## src/rtl/mem_access_stage_pkg.sv

```systemverilog
// mem_access_stage_pkg: shared size encodings, FSM states and widths for the memory access stage
package mem_access_stage_pkg;
  localparam int PC_W = 32;
  localparam int SIZE_W = 2;
  localparam int ST_W = 2;
  localparam logic [SIZE_W-1:0] SZ_B = 2'd0;
  localparam logic [SIZE_W-1:0] SZ_H = 2'd1;
  localparam logic [SIZE_W-1:0] SZ_W = 2'd2;
  localparam logic [SIZE_W-1:0] SZ_D = 2'd3;
  localparam logic [ST_W-1:0] ST_IDLE = 2'd0;
  localparam logic [ST_W-1:0] ST_REQ = 2'd1;
  localparam logic [ST_W-1:0] ST_WAIT = 2'd2;
  // doubleword accesses do not exist on a 32-bit datapath
  function automatic logic is_aligned(input logic [2:0] a, input logic [SIZE_W-1:0] s, input int xlen);
    logic [2:0] m;
    m = (3'b001 << s) - 3'b001;
    return (a & m) == 3'b000 && !(xlen == 32 && s == SZ_D);
  endfunction
endpackage

```

## src/rtl/mem_access_stage_lane.sv

```systemverilog
// mem_lane_align: store byte-enable/lane replication and load lane extract with sign/zero extend
module mem_lane_align
  import mem_access_stage_pkg::*;
#(
  parameter int XLEN = 32
) (
  input  logic [SIZE_W-1:0]          size,
  input  logic                       is_unsigned,
  input  logic [$clog2(XLEN/8)-1:0]  off,
  input  logic [XLEN-1:0]            wdata,
  input  logic [XLEN-1:0]            rdata,
  output logic [XLEN/8-1:0]          be,
  output logic [XLEN-1:0]            wdata_lanes,
  output logic [XLEN-1:0]            rdata_ext
);
  localparam int BW = XLEN / 8;
  logic [BW-1:0] m;
  logic [XLEN-1:0] rd, up;
  logic signed [XLEN-1:0] sx;
  logic [6:0] sh;
  assign m = size == SZ_B ? BW'(1) : size == SZ_H ? BW'(3) : size == SZ_W ? BW'(15) : '1;
  assign be = m << off;
  assign wdata_lanes = size == SZ_B ? {BW{wdata[7:0]}} :
                       size == SZ_H ? {(XLEN/16){wdata[15:0]}} :
                       size == SZ_W ? {(XLEN/32){wdata[31:0]}} : wdata;
  // park the selected lane at the top, then shift back down to extend
  assign rd = rdata >> {off, 3'b000};
  assign sh = 7'(XLEN) - (7'd8 << size);
  assign up = rd << sh;
  assign sx = $signed(up) >>> sh;
  assign rdata_ext = is_unsigned ? up >> sh : sx;
endmodule

```

## src/rtl/mem_access_stage.sv

```systemverilog
// mem_access_stage: pipeline memory stage with req/gnt/rvalid handshake, timeout and misalign detection
module mem_access_stage
  import mem_access_stage_pkg::*;
#(
  parameter int XLEN = 32,
  parameter int RF_AW = 5,
  parameter int TIMEOUT = 255
) (
  input  logic                clk,
  input  logic                rst,
  input  logic                hold,
  input  logic                flush,
  input  logic                in_valid,
  input  logic [PC_W-1:0]     in_pc,
  input  logic                in_mem_en,
  input  logic                in_mem_we,
  input  logic [SIZE_W-1:0]   in_size,
  input  logic                in_unsigned,
  input  logic [XLEN-1:0]     in_addr,
  input  logic [XLEN-1:0]     in_wdata,
  input  logic                in_rf_we,
  input  logic [RF_AW-1:0]    in_rf_waddr,
  input  logic [XLEN-1:0]     in_ex_result,
  output logic                mem_req,
  output logic                mem_we,
  output logic [XLEN/8-1:0]   mem_be,
  output logic [XLEN-1:0]     mem_addr,
  output logic [XLEN-1:0]     mem_wdata,
  input  logic                mem_gnt,
  input  logic                mem_rvalid,
  input  logic [XLEN-1:0]     mem_rdata,
  output logic                stall_req,
  output logic                wb_valid,
  output logic [PC_W-1:0]     wb_pc,
  output logic                wb_rf_we,
  output logic [RF_AW-1:0]    wb_rf_waddr,
  output logic [XLEN-1:0]     wb_rf_wdata,
  output logic                fwd_we,
  output logic [RF_AW-1:0]    fwd_waddr,
  output logic [XLEN-1:0]     fwd_wdata,
  output logic                fwd_pending,
  output logic                misalign_exc,
  output logic                timeout_err
);
  localparam int BW = XLEN / 8;
  localparam int CW = $clog2(TIMEOUT + 1);
  logic op_valid, op_mem_en, op_we, op_uns, op_rf_we;
  logic [PC_W-1:0] op_pc;
  logic [SIZE_W-1:0] op_size;
  logic [XLEN-1:0] op_addr, op_wdata, op_ex;
  logic [RF_AW-1:0] op_waddr;
  logic [ST_W-1:0] state, state_nx;
  logic [CW-1:0] cnt;
  logic v, aligned, is_load, done_now, timeout_now, capture;
  logic [XLEN-1:0] ld_data, lanes;
  logic [BW-1:0] be;
  mem_lane_align #(.XLEN(XLEN)) u_lane (
    .size(op_size), .is_unsigned(op_uns), .off(op_addr[$clog2(BW)-1:0]),
    .wdata(op_wdata), .rdata(mem_rdata), .be(be), .wdata_lanes(lanes), .rdata_ext(ld_data)
  );
  assign v = op_valid && !rst;
  assign aligned = !op_mem_en || is_aligned(op_addr[2:0], op_size, XLEN);
  assign is_load = op_mem_en && !op_we;
  assign timeout_now = v && state != ST_IDLE && cnt == CW'(TIMEOUT);
  assign done_now = v && ((state == ST_REQ && mem_gnt && op_we) || (state == ST_WAIT && mem_rvalid));
  assign stall_req = v && op_mem_en && aligned && !done_now && !timeout_now;
  assign capture = !hold && !stall_req;
  assign mem_req = v && state == ST_REQ && !timeout_now;
  assign mem_we = mem_req && op_we;
  assign mem_be = mem_req ? be : '0;
  assign mem_addr = mem_req ? op_addr : '0;
  assign mem_wdata = mem_we ? lanes : '0;
  assign wb_valid = v && (!op_mem_en || !aligned || done_now || timeout_now);
  assign wb_pc = v ? op_pc : '0;
  assign wb_rf_we = op_rf_we && wb_valid && aligned && !timeout_now;
  assign wb_rf_waddr = v ? op_waddr : '0;
  assign wb_rf_wdata = v ? (is_load ? ld_data : op_ex) : '0;
  assign fwd_we = wb_rf_we;
  assign fwd_waddr = wb_rf_waddr;
  assign fwd_wdata = wb_rf_wdata;
  assign fwd_pending = v && is_load && op_rf_we && !done_now;
  assign misalign_exc = v && !aligned;
  assign timeout_err = timeout_now;
  assign state_nx = timeout_now ? ST_IDLE :
                    state == ST_REQ ? (mem_gnt ? (op_we ? ST_IDLE : ST_WAIT) : ST_REQ) :
                    state == ST_WAIT ? (mem_rvalid ? ST_IDLE : ST_WAIT) : ST_IDLE;
  always_ff @(posedge clk) begin
    if (rst) begin
      op_valid <= 1'b0;
      op_pc <= '0;
      op_mem_en <= 1'b0;
      op_we <= 1'b0;
      op_size <= '0;
      op_uns <= 1'b0;
      op_addr <= '0;
      op_wdata <= '0;
      op_rf_we <= 1'b0;
      op_waddr <= '0;
      op_ex <= '0;
      state <= ST_IDLE;
      cnt <= '0;
    end else if (capture) begin
      op_valid <= in_valid && !flush;
      op_pc <= in_pc;
      op_mem_en <= in_mem_en;
      op_we <= in_mem_we;
      op_size <= in_size;
      op_uns <= in_unsigned;
      op_addr <= in_addr;
      op_wdata <= in_wdata;
      op_rf_we <= in_rf_we;
      op_waddr <= in_rf_waddr;
      op_ex <= in_ex_result;
      state <= (in_valid && !flush && in_mem_en && is_aligned(in_addr[2:0], in_size, XLEN)) ? ST_REQ : ST_IDLE;
      cnt <= '0;
    end else begin
      // an op that retires while upstream holds must not re-issue or re-stall
      op_valid <= op_valid && !wb_valid;
      state <= state_nx;
      cnt <= state != ST_IDLE ? cnt + 1'b1 : cnt;
    end
  end
endmodule

```

## config.mk

```make
export PLATFORM = sky130hd
export DESIGN_NAME = mem_access_stage
export DESIGN_NICKNAME = d
export VERILOG_FILES = /design/src/rtl/mem_access_stage_pkg.sv /design/src/rtl/mem_access_stage_lane.sv /design/src/rtl/mem_access_stage.sv
export SDC_FILE = /design/constraint.sdc
export NUM_CORES = 1
export LEC_CHECK = 0
export ABC_CLOCK_PERIOD_IN_PS = 9300
export CORE_ASPECT_RATIO = 2
export CORE_MARGIN = 1.5
export CORE_UTILIZATION = 53
export DETAILED_ROUTE_END_ITERATION = 10
export PLACE_DENSITY = 0.88
export SLEW_MARGIN = 5
export SYNTH_ARGS = -nofsm -noshare
export SYNTH_HDL_FRONTEND = slang
export SYNTH_HIERARCHICAL = 1
export SYNTH_SLANG_ARGS = --single-unit
```

## constraint.sdc

```tcl
create_clock -name clk -period 9.3 [get_ports clk]
set_clock_uncertainty 0.1 [all_clocks]
set_input_delay 1.86 -clock clk [delete_from_list [all_inputs] [get_ports clk]]
set_output_delay 1.86 -clock clk [all_outputs]
set_load 0.02 [all_outputs]
```

==> reports/results.ini, run 1 <==
[route]
ant_nets = 0
vias_per_cell = 6.62
routed_wl_um = 44000
vias = 14200
drt_first_pass_iters = 9
drt-wirelength-per-cell_um = 20.5
drc_errors = 0
drt_iter0_markers = 1380

[layout]
final_cell_mix = clkdlybuf4s50_1, dfxtp_1, nand3_1
instances_no_fill = 2142
nets = 2027
n_fill_cell = 1860
final_common_cell = clkdlybuf4s50_1
drive_above_1_share = 0.0516
synthToLayoutAreaGrowth_pct = 28.3

[timing]
finalCritPeriodShare = 0.816
finalSetupTns_ns = 0
tightest_slew_ns = 1.14
setup_violations = 0
slew_headroom = 0.239
slew_violations = 0
fmaxAchievable_ghz = 0.132
hold_viol_final = 0
post-route-min-period_ns = 7.59
rsz0062_at_grt = false

[power_and_ir_drop]
power_density_nw_per_um2 = 115
ir_drop_uv = 115
power.leakage_uw = 0.00552

[synth]
ys_seq_elements = 150
async_flop_share = 0
yosysWarnings = 6
avgSynthCellArea_sq_um = 7.23
netlist_instances = 1694
netlist_area_sq_um = 12300
synthTopCellsByArea = dfxtp_1, nor3b_1, a22oi_1, nor2b_1, nand4_1
synth-main-ff-cell = dfxtp_1
synthesis.nets = 1874
yosysTopAreaCell = dfxtp_1
ys_seq_area_frac = 0.245
synth_edf_count = 0
ys_types = 57
synth_top_area_share = 0.245

[clock_network]
postCtsSetupBuffers = 0
cts_num_sinks = 150
cts_tree = done
htree_levels = 4
postCtsHoldBufs = 0
numCtsBuffers = 17
ctsResizeCount = 0
clk_latency_ns = 0.43
cts_max_path_buffers = 2
clk_root_buffer_cell = clkbuf_16
path_clk_slew_ns = 0.06

[setup_path]
critPathTopFamily = buffers and inverters
critPathBufInv = 4
required_ns = 7.34
crit_chain = clkbuf_8 -> nand2b_1 -> buf_4 -> or4_4 -> clkinv_4 -> nor3_1 -> clkdlybuf4s50_1
cp-end-kind = output port
critPathLaunchType = primary input
critPathSlowestCell = or4_4
crit_arrival_ns = 5.63
critPathKind = in -> out
critPathMaxStageDelay_ns = 0.71
cp_max_fo = 120

[floorplanning]
dieArea_sq_um = 24100
pin_count = 361
die_w_um = 111
start_util = 0.539
core_area_sq_um = 22700
placementRows = 78
die_h_um = 218

[worst_hold_path]
hold_class = reg -> reg

[grt]
antenna_found_initial = 3
grt_pass1_vias = 13300
grt_pass1_wl_um = 68800
grt_use_total = 0.344
grt_start_max_net_pins = 121
overflow = 0

[placement]
placedCellCount = 2108
portBuffers = 360
place_congestion = 0.970
hpwl_um = 28400

[run_status]
status = finished, final reports clean

[job]
drv_cap = 0

## sequential cells by signal, summed over array words and instances, names as in the netlist
| name | cells |
|---|---|
| op_rf_we | 1 |
| op_mem_en | 1 |
| op_pc | 32 |
| op_waddr | 5 |
| op_we | 1 |
| op_addr | 32 |
| op_valid | 1 |
| cnt | 8 |
| state | 2 |
| op_wdata | 32 |
| op_size | 2 |
| op_uns | 1 |
| op_ex | 32 |
## report_power, final
part           internal, uW  switching, uW  total, uW
sequential              688           31.6        720
combinational           196            228        424
clock                   373            296        669
total                  1260            555       1810
## worst min-delay path, cell delays in order (launching register included)
cell	delay, ns
dfxtp_1	0.32
mux2i_1	0.13
nor3_1	0.05
## routing by layer
metal	GRT usage	up-vias	routed length, um
met5	0	-	0
met4	0.229	0	2820
met3	0.0539	175	3350
met2	0.578	842	21600
met1	0.403	6715	16200
li1	-	6446	-
## cell usage after synthesis (all sizes together) (2+ instances only)
master and n:
a211oi 9, a21oi 54, a22oi 139, a31o 2, a31oi 2, a32oi 3, and2 71, and3 38
buf 108, clkbuf 138, clkinv 2, dfxtp 150, ha 2, inv 7, mux2 23, mux2i 26
nand2 110, nand2b 8, nand3 141, nand3b 3, nand4 139, nor2 27, nor2b 143, nor3 17
nor3b 140, nor4 2, o2111ai 2, o211ai 3, o21ai 162, o31a 2, or2 2, xnor2 5
xor2 3
## logic make-up (layout without fill, tap and decap cells)
family / after synthesis / count (layout) / synth area share
simple gates: 844 / 844 / 0.402
compound gates: 386 / 386 / 0.198
buf+inv: 255 / 420 / 0.105
flops: 150 / 150 / 0.245
mux: 49 / 49 / 0.0427
xor+xnor: 8 / 8 / 0.00572
fa+ha+maj: 2 / 2 / 0.00204
other cells: 0 / 3 / 0
## worst paths after layout
kind                           startpoint  depth (start not counted)                   to  slack (ns)
hold / removal        cnt[1]$_SDFFE_PP0N_                          2  cnt[1]$_SDFFE_PP0N_        0.45
hold reg to reg       cnt[1]$_SDFFE_PP0N_                          2  cnt[1]$_SDFFE_PP0N_        0.45
setup / recovery                      rst                          7            stall_req        1.71
setup reg to reg  op_addr[0]$_SDFFE_PP0P_                          5  state[1]$_SDFF_PP0_        5.61
## cell type report
type	instances	area [sq um]	area share
multi-input cells	1289	8020	0.510
clock inverters	12	105	0.00668
flip-flops and latches	150	3000	0.191
repair buffers	380	3760	0.239
clock buffers	19	443	0.0282
well taps	280	350	0.0223
inverters	9	38.8	0.00247
diodes	3	7.51	0.000477
## metrics by stage
stage | area (sq um) | utilization | setup slack, ns | hold slack (ns) | total power, uW
finish | 15700 | 0.692 | 1.71 | 0.451 | 1810
detailed placement | 15200 | 0.667 | 1.73 | 0.440 | 1140
global placement | 15200 | 0.667 | 1.72 | 0.429 | 1130
floorplan | 12300 | - | 3.79 | 0.414 | 994
CTS | 15700 | 0.691 | 1.72 | 0.456 | 1800
global route | 15700 | 0.692 | 1.41 | 0.473 | 1880
Note: power is estimated with default switching activity, not from simulation.
==> run 2, diff against run 1 <==
--- a/config.mk
+++ b/config.mk
@@ -5,12 +5,12 @@
 export SDC_FILE = /design/constraint.sdc
 export NUM_CORES = 1
 export LEC_CHECK = 0
-export ABC_CLOCK_PERIOD_IN_PS = 9300
+export ABC_CLOCK_PERIOD_IN_PS = 6500
 export CORE_ASPECT_RATIO = 2
 export CORE_MARGIN = 1.5
-export CORE_UTILIZATION = 53
+export CORE_UTILIZATION = 44
 export DETAILED_ROUTE_END_ITERATION = 10
-export PLACE_DENSITY = 0.88
+export PLACE_DENSITY = 0.78
 export SLEW_MARGIN = 5
 export SYNTH_ARGS = -nofsm -noshare
 export SYNTH_HDL_FRONTEND = slang
==> constraint.sdc (replaced) <==
create_clock -name clk -period 6.5 [get_ports clk]
set_clock_uncertainty 0.1 [all_clocks]
set_input_delay 1.3 -clock clk [delete_from_list [all_inputs] [get_ports clk]]
set_output_delay 1.3 -clock clk [all_outputs]
set_load 0.02 [all_outputs]
==> run 2 against run 1 <==
Sequential share of layout area shrank 0.18 points; die area grew 20%; hold slack lost 0.0098 ns.
==> reports/results.ini, run 2 (synthesis results as in run 1) <==
[clock_network]
cts_max_path_buffers = 2  ; unchanged
postCtsSetupBuffers = 0  ; unchanged
clk_root_buffer_cell = clkbuf_16
numCtsBuffers = 17  ; unchanged
cts_tree = done
postCtsHoldBufs = 0  ; unchanged
cts_num_sinks = 150  ; unchanged
htree_levels = 4  ; unchanged
clk_latency_ns = 0.44  ; about the same
path_clk_slew_ns = 0.06  ; about the same
ctsResizeCount = 0  ; unchanged

[timing]
hold_viol_final = 0  ; unchanged
finalSetupTns_ns = 0  ; unchanged
slew_violations = 0  ; unchanged
setup_violations = 0  ; unchanged
tightest_slew_ns = 1.24  ; +0.101 ns
rsz0062_at_grt = false
slew_headroom = 0.175  ; -0.0638
hold_slack_ns = 0.441  ; -0.00981 ns
finalCritPeriodShare = 0.879
post-route-min-period_ns = 5.72
fmaxAchievable_ghz = 0.175

[power_and_ir_drop]
ir_drop_uv = 124  ; +7.6%
power.leakage_uw = 0.00556  ; +0.76%
power_uw = 2670  ; +47%
power_density_nw_per_um2 = 168  ; +46%

[grt]
antenna_found_initial = 5  ; +2
overflow = 0  ; unchanged
grt_start_max_net_pins = 147  ; +21%
grt_pass1_vias = 13200  ; -0.84%
grt_pass1_wl_um = 71200  ; +3.5%
grt_use_total = 0.308  ; -0.0361

[worst_hold_path]
hold_class = reg -> reg
min_from = cnt[7]$_SDFFE_PP0N_
hold_depth = 2  ; unchanged
min_to = cnt[7]$_SDFFE_PP0N_

[placement]
place_congestion = 0.958  ; -1.2%
hpwl_um = 30200  ; +6.2%
portBuffers = 360  ; unchanged

[layout]
nets = 2029  ; +0.099%
final_cell_mix = clkdlybuf4s50_1, dfxtp_1, nand3_1
synthToLayoutAreaGrowth_pct = 29.5
final_common_cell = clkdlybuf4s50_1
drive_above_1_share = 0.0516  ; -0.0000555

[route]
drt-wirelength-per-cell_um = 21.0  ; +2.3%
drt_first_pass_iters = 6  ; -3
ant_nets = 0  ; unchanged
drc_errors = 0  ; unchanged
vias = 13900  ; -1.7%
drt_iter0_markers = 1179  ; -15%
routed_wl_um = 46600  ; +5.8%
vias_per_cell = 6.29  ; -5.0%

[setup_path]
cp.depth = 10  ; +3
rr_startpoint = op_size[0]$_SDFFE_PP0P_
r2r-end = state[1]$_SDFF_PP0_
required_ns = 5.10  ; -2.24 ns
cp_max_fo = 19  ; -84%
critPathSlowestCell = dfxtp_1
crit_chain = nor2_2 -> inv_1 -> ha_1 -> inv_1 -> nor2_1 -> nand3_1 -> o21ai_1 -> nand2_1 -> a21oi_1 -> clkdlybuf4s50_1
critPathMaxStageDelay_ns = 0.99  ; +0.28 ns
critPathBufInv = 3  ; -1
r2r_setup_slack_ns = 2.65  ; -2.96 ns
cp-end-kind = output port
critPathTopFamily = buffers and inverters
r2r_cells = 5  ; unchanged
critPathKind = reg -> out
critPathLaunchType = register
crit_top_cell = inv_1
crit_arrival_ns = 4.32  ; -1.31 ns

[floorplanning]
pin_count = 361  ; unchanged
dieArea_sq_um = 28900  ; +20%
start_util = 0.447  ; -0.0923
die_h_um = 239  ; +9.6%
placementRows = 86  ; +10%
die_w_um = 121  ; +9.5%
core_area_sq_um = 27400  ; +21%

[run_status]
status = finished, final reports clean

[job]
drv_cap = 0  ; unchanged

-- run 2: power by group --
| group | total, uW | internal [uW] | switching, uW |
|---|---|---|---|
| clock | 1030 | 620 | 406 |
| sequential | 1030 | 984 | 48.4 |
| combinational | 611 | 280 | 332 |
-- run 2: cell type report --
cell class              instances  area (sq um)
clock inverters                 9           126
inverters                       9          38.8
multi-input cells            1289          8020
clock buffers                  22           464
well taps                     352           440
diodes                          4          10.0
fillers                      2536         11600
repair buffers                382          3780
flip-flops and latches        150          3000
-- run 2: metal layers --
layer,track usage,part of all wire,up-vias
met5,0,0.00028,-
met3,0.0587,0.070,131
met2,0.524,0.50,689
li1,-,-,6451
met1,0.351,0.37,6667
met4,0.190,0.059,2
-- run 2: worst max path at each step --
stage / startpoint / endpoint / slack, ns
floorplan: rst / wb_rf_we / 2.11
global placement: rst / wb_rf_we / 1.10
detailed placement: rst / fwd_we / 1.07
CTS: op_size[0]$_SDFFE_PP0P_ / fwd_wdata[15] / 0.79
global route: op_size[0]$_SDFFE_PP0P_ / fwd_wdata[15] / 0.56
finish: op_size[0]$_SDFFE_PP0P_ / fwd_wdata[15] / 0.78
-- run 2: stage by stage --
stage,utilization,setup WS (ns),cells,instance area (sq um)
6_report,0.579,0.784,2217,15900
3_3_place_gp,0.557,1.10,2182,15300
5_1_grt,0.579,0.563,2217,15900
3_5_place_dp,0.557,1.07,2182,15300
2_1_floorplan,-,2.11,1694,12300
4_1_cts,0.578,0.793,2213,15900
-- run 2: tightest hold or removal path: stages (launching register included) --
cell and delay, ns:
dfxtp_1 0.34, xnor2_1 0.12, nor3_1 0.04
==> run 3, diff against run 2 <==
--- a/config.mk
+++ b/config.mk
@@ -7,7 +7,7 @@
 export LEC_CHECK = 0
 export ABC_CLOCK_PERIOD_IN_PS = 6500
 export CORE_ASPECT_RATIO = 2
-export CORE_MARGIN = 1.5
+export CORE_MARGIN = 2
 export CORE_UTILIZATION = 44
 export DETAILED_ROUTE_END_ITERATION = 10
 export PLACE_DENSITY = 0.78
==> run 3 against run 2 <==
Clock power barely moved; first-iteration DRC count rose by 8.6%; die area rose by 1.2%; non-clock buffer count rose by 2; sequential share of layout area fell by 0.051 points; design area rose by 0.23%; routed wire length fell by 0.48%; highest routed layer unchanged.
==> reports/results.ini, run 3 (synthesis results as in run 1) <==
[clock_network]
clk_latency_ns = 0.43  ; about the same
postCtsSetupBuffers = 0  ; unchanged
ctsResizeCount = 0  ; unchanged
path_clk_slew_ns = 0.06  ; about the same
cts_num_sinks = 150  ; unchanged
cts_tree = done
numCtsBuffers = 17  ; unchanged
htree_levels = 4  ; unchanged
clk_root_buffer_cell = clkbuf_16
cts_max_path_buffers = 2  ; unchanged
postCtsHoldBufs = 0  ; unchanged

[timing]
finalCritPeriodShare = 0.869  ; -0.0108
finalSetupTns_ns = 0  ; unchanged
post-route-min-period_ns = 5.65  ; -0.0703 ns
setup_violations = 0  ; unchanged
slew_violations = 0  ; unchanged
hold_slack_ns = 0.445  ; +0.00414 ns
rsz0062_at_grt = false
slew_headroom = 0.283  ; +0.108
hold_viol_final = 0  ; unchanged
tightest_slew_ns = 1.07  ; -0.163 ns
fmaxAchievable_ghz = 0.177  ; +1.2%

[grt]
overflow = 0  ; unchanged
grt_pass1_vias = 13400  ; +1.3%
grt_pass1_wl_um = 70900  ; -0.44%
grt_start_max_net_pins = 234  ; +59%
grt_use_total = 0.303  ; -0.00464
antenna_found_initial = 4  ; -1

[floorplanning]
placementRows = 86  ; unchanged
pin_count = 361  ; unchanged
start_util = 0.447  ; unchanged
dieArea_sq_um = 29300  ; +1.2%
die_h_um = 240  ; +0.42%
core_area_sq_um = 27400  ; unchanged
die_w_um = 122  ; +0.83%

[setup_path]
critPathLaunchType = register
cp_max_fo = 19  ; unchanged
crit_arrival_ns = 4.25  ; -0.07 ns
required_ns = 5.10  ; about the same
critPathKind = reg -> out
r2r_cells = 6  ; +1
cp-end-kind = output port

[layout]
multi_input_area_sq_um = 8020  ; unchanged
fin_area_sq_um = 15900  ; +0.23%
drive_above_1_share = 0.0547  ; +0.00314
synthToLayoutAreaGrowth_pct = 29.8
postLayoutCoreUtil = 0.580  ; +0.00132
nets = 2031  ; +0.099%
final_cell_mix = clkdlybuf4s50_1, dfxtp_1, nand3_1
instances_no_fill = 2219  ; +0.090%
final_common_cell = clkdlybuf4s50_1
seqCellArea_sq_um = 3000  ; about the same
n_fill_cell = 2535  ; -0.039%

[run_status]
status = finished, final reports clean

[placement]
place_congestion = 0.976  ; +1.9%
placedCellCount = 2184  ; +0.092%
dpl-instance-area_sq_um = 15300  ; +0.16%
hpwl_um = 29700  ; -1.4%
portBuffers = 360  ; unchanged

[route]
ant_nets = 0  ; unchanged
drc_errors = 0  ; unchanged
drt_first_pass_iters = 5  ; -1
vias_per_cell = 6.32  ; +0.53%
routed_wl_um = 46300  ; -0.48%
drt_iter0_markers = 1280  ; +8.6%
drt-wirelength-per-cell_um = 20.9  ; -0.57%
vias = 14000  ; +0.62%

[power_and_ir_drop]
ir_drop_uv = 152  ; +22%
power_density_nw_per_um2 = 169  ; +0.42%
power.leakage_uw = 0.00558  ; +0.37%

[worst_hold_path]
hold_class = reg -> reg
hold_depth = 2  ; unchanged

[job]
drv_cap = 0  ; unchanged

==> run 3: changes by cell type in the layout (fill, tap and decap cells not counted) <==
cell / previous run / this run
clkinvlp_4: 1 / 2
buf_12: 0 / 1
dfxtp_1: 149 / 150
clkbuf_1: 3 / 0
buf_4: 22 / 24
clkinv_4: 2 / 5
clkdlybuf4s50_1: 358 / 357
clkbuf_8: 4 / 2
dfxtp_2: 1 / 0
inv_6: 0 / 1
inv_8: 0 / 1
diode_2: 4 / 3
==> run 3: metal layers <==
layer	vias up	routed length (um)	global-route usage
met5	-	13	0
met4	2	3360	0.214
met3	164	3910	0.0740
met2	751	22500	0.502
met1	6642	16600	0.335
li1	6467	-	-
==> run 3: area by class of cell <==
| cell class | count | area share |
|---|---|---|
| repair buffers | 384 | 0.239 |
| clock inverters | 15 | 0.0113 |
| inverters | 9 | 0.00244 |
| flip-flops and latches | 150 | 0.189 |
| well taps | 352 | 0.0277 |
| diodes | 3 | 0.000472 |
| clock buffers | 17 | 0.0267 |
| multi-input cells | 1289 | 0.504 |
==> run 3: critical path, stage by stage, from the launching register on <==
cell	delay (ns)
dfxtp_1	1.03
nor2_2	0.09
inv_1	0.22
ha_1	0.35
inv_1	0.21
nor2_1	0.28
nand3_1	0.38
a21oi_1	0.26
nand2_1	0.07
a21oi_1	0.25
clkdlybuf4s50_1	0.66
==> run 3: worst paths after layout <==
check                   endpoint  slack (ns)               startpoint
min          cnt[6]$_SDFFE_PP0N_        0.45      cnt[6]$_SDFFE_PP0N_
max reg2reg  state[1]$_SDFF_PP0_        2.59  op_size[0]$_SDFFE_PP0P_
min reg2reg  cnt[6]$_SDFFE_PP0N_        0.45      cnt[6]$_SDFFE_PP0N_
max                fwd_wdata[12]        0.85  op_size[0]$_SDFFE_PP0P_
==> run 3: stage by stage <==
| step | setup slack, ns | total power [uW] |
|---|---|---|
| detailed placement | 1.30 | 1650 |
| finish | 0.854 | 2690 |
| CTS | 0.922 | 2680 |
| floorplan | 2.11 | 1420 |
| global placement | 1.39 | 1630 |
| global route | 0.637 | 2790 |
==> run 3: power breakdown <==
group / total, uW / internal, uW / switching, uW
clock network: 1040 / 607 / 435
logic: 614 / 281 / 333
registers: 1030 / 984 / 47.9
total: 2690 / 1870 / 816
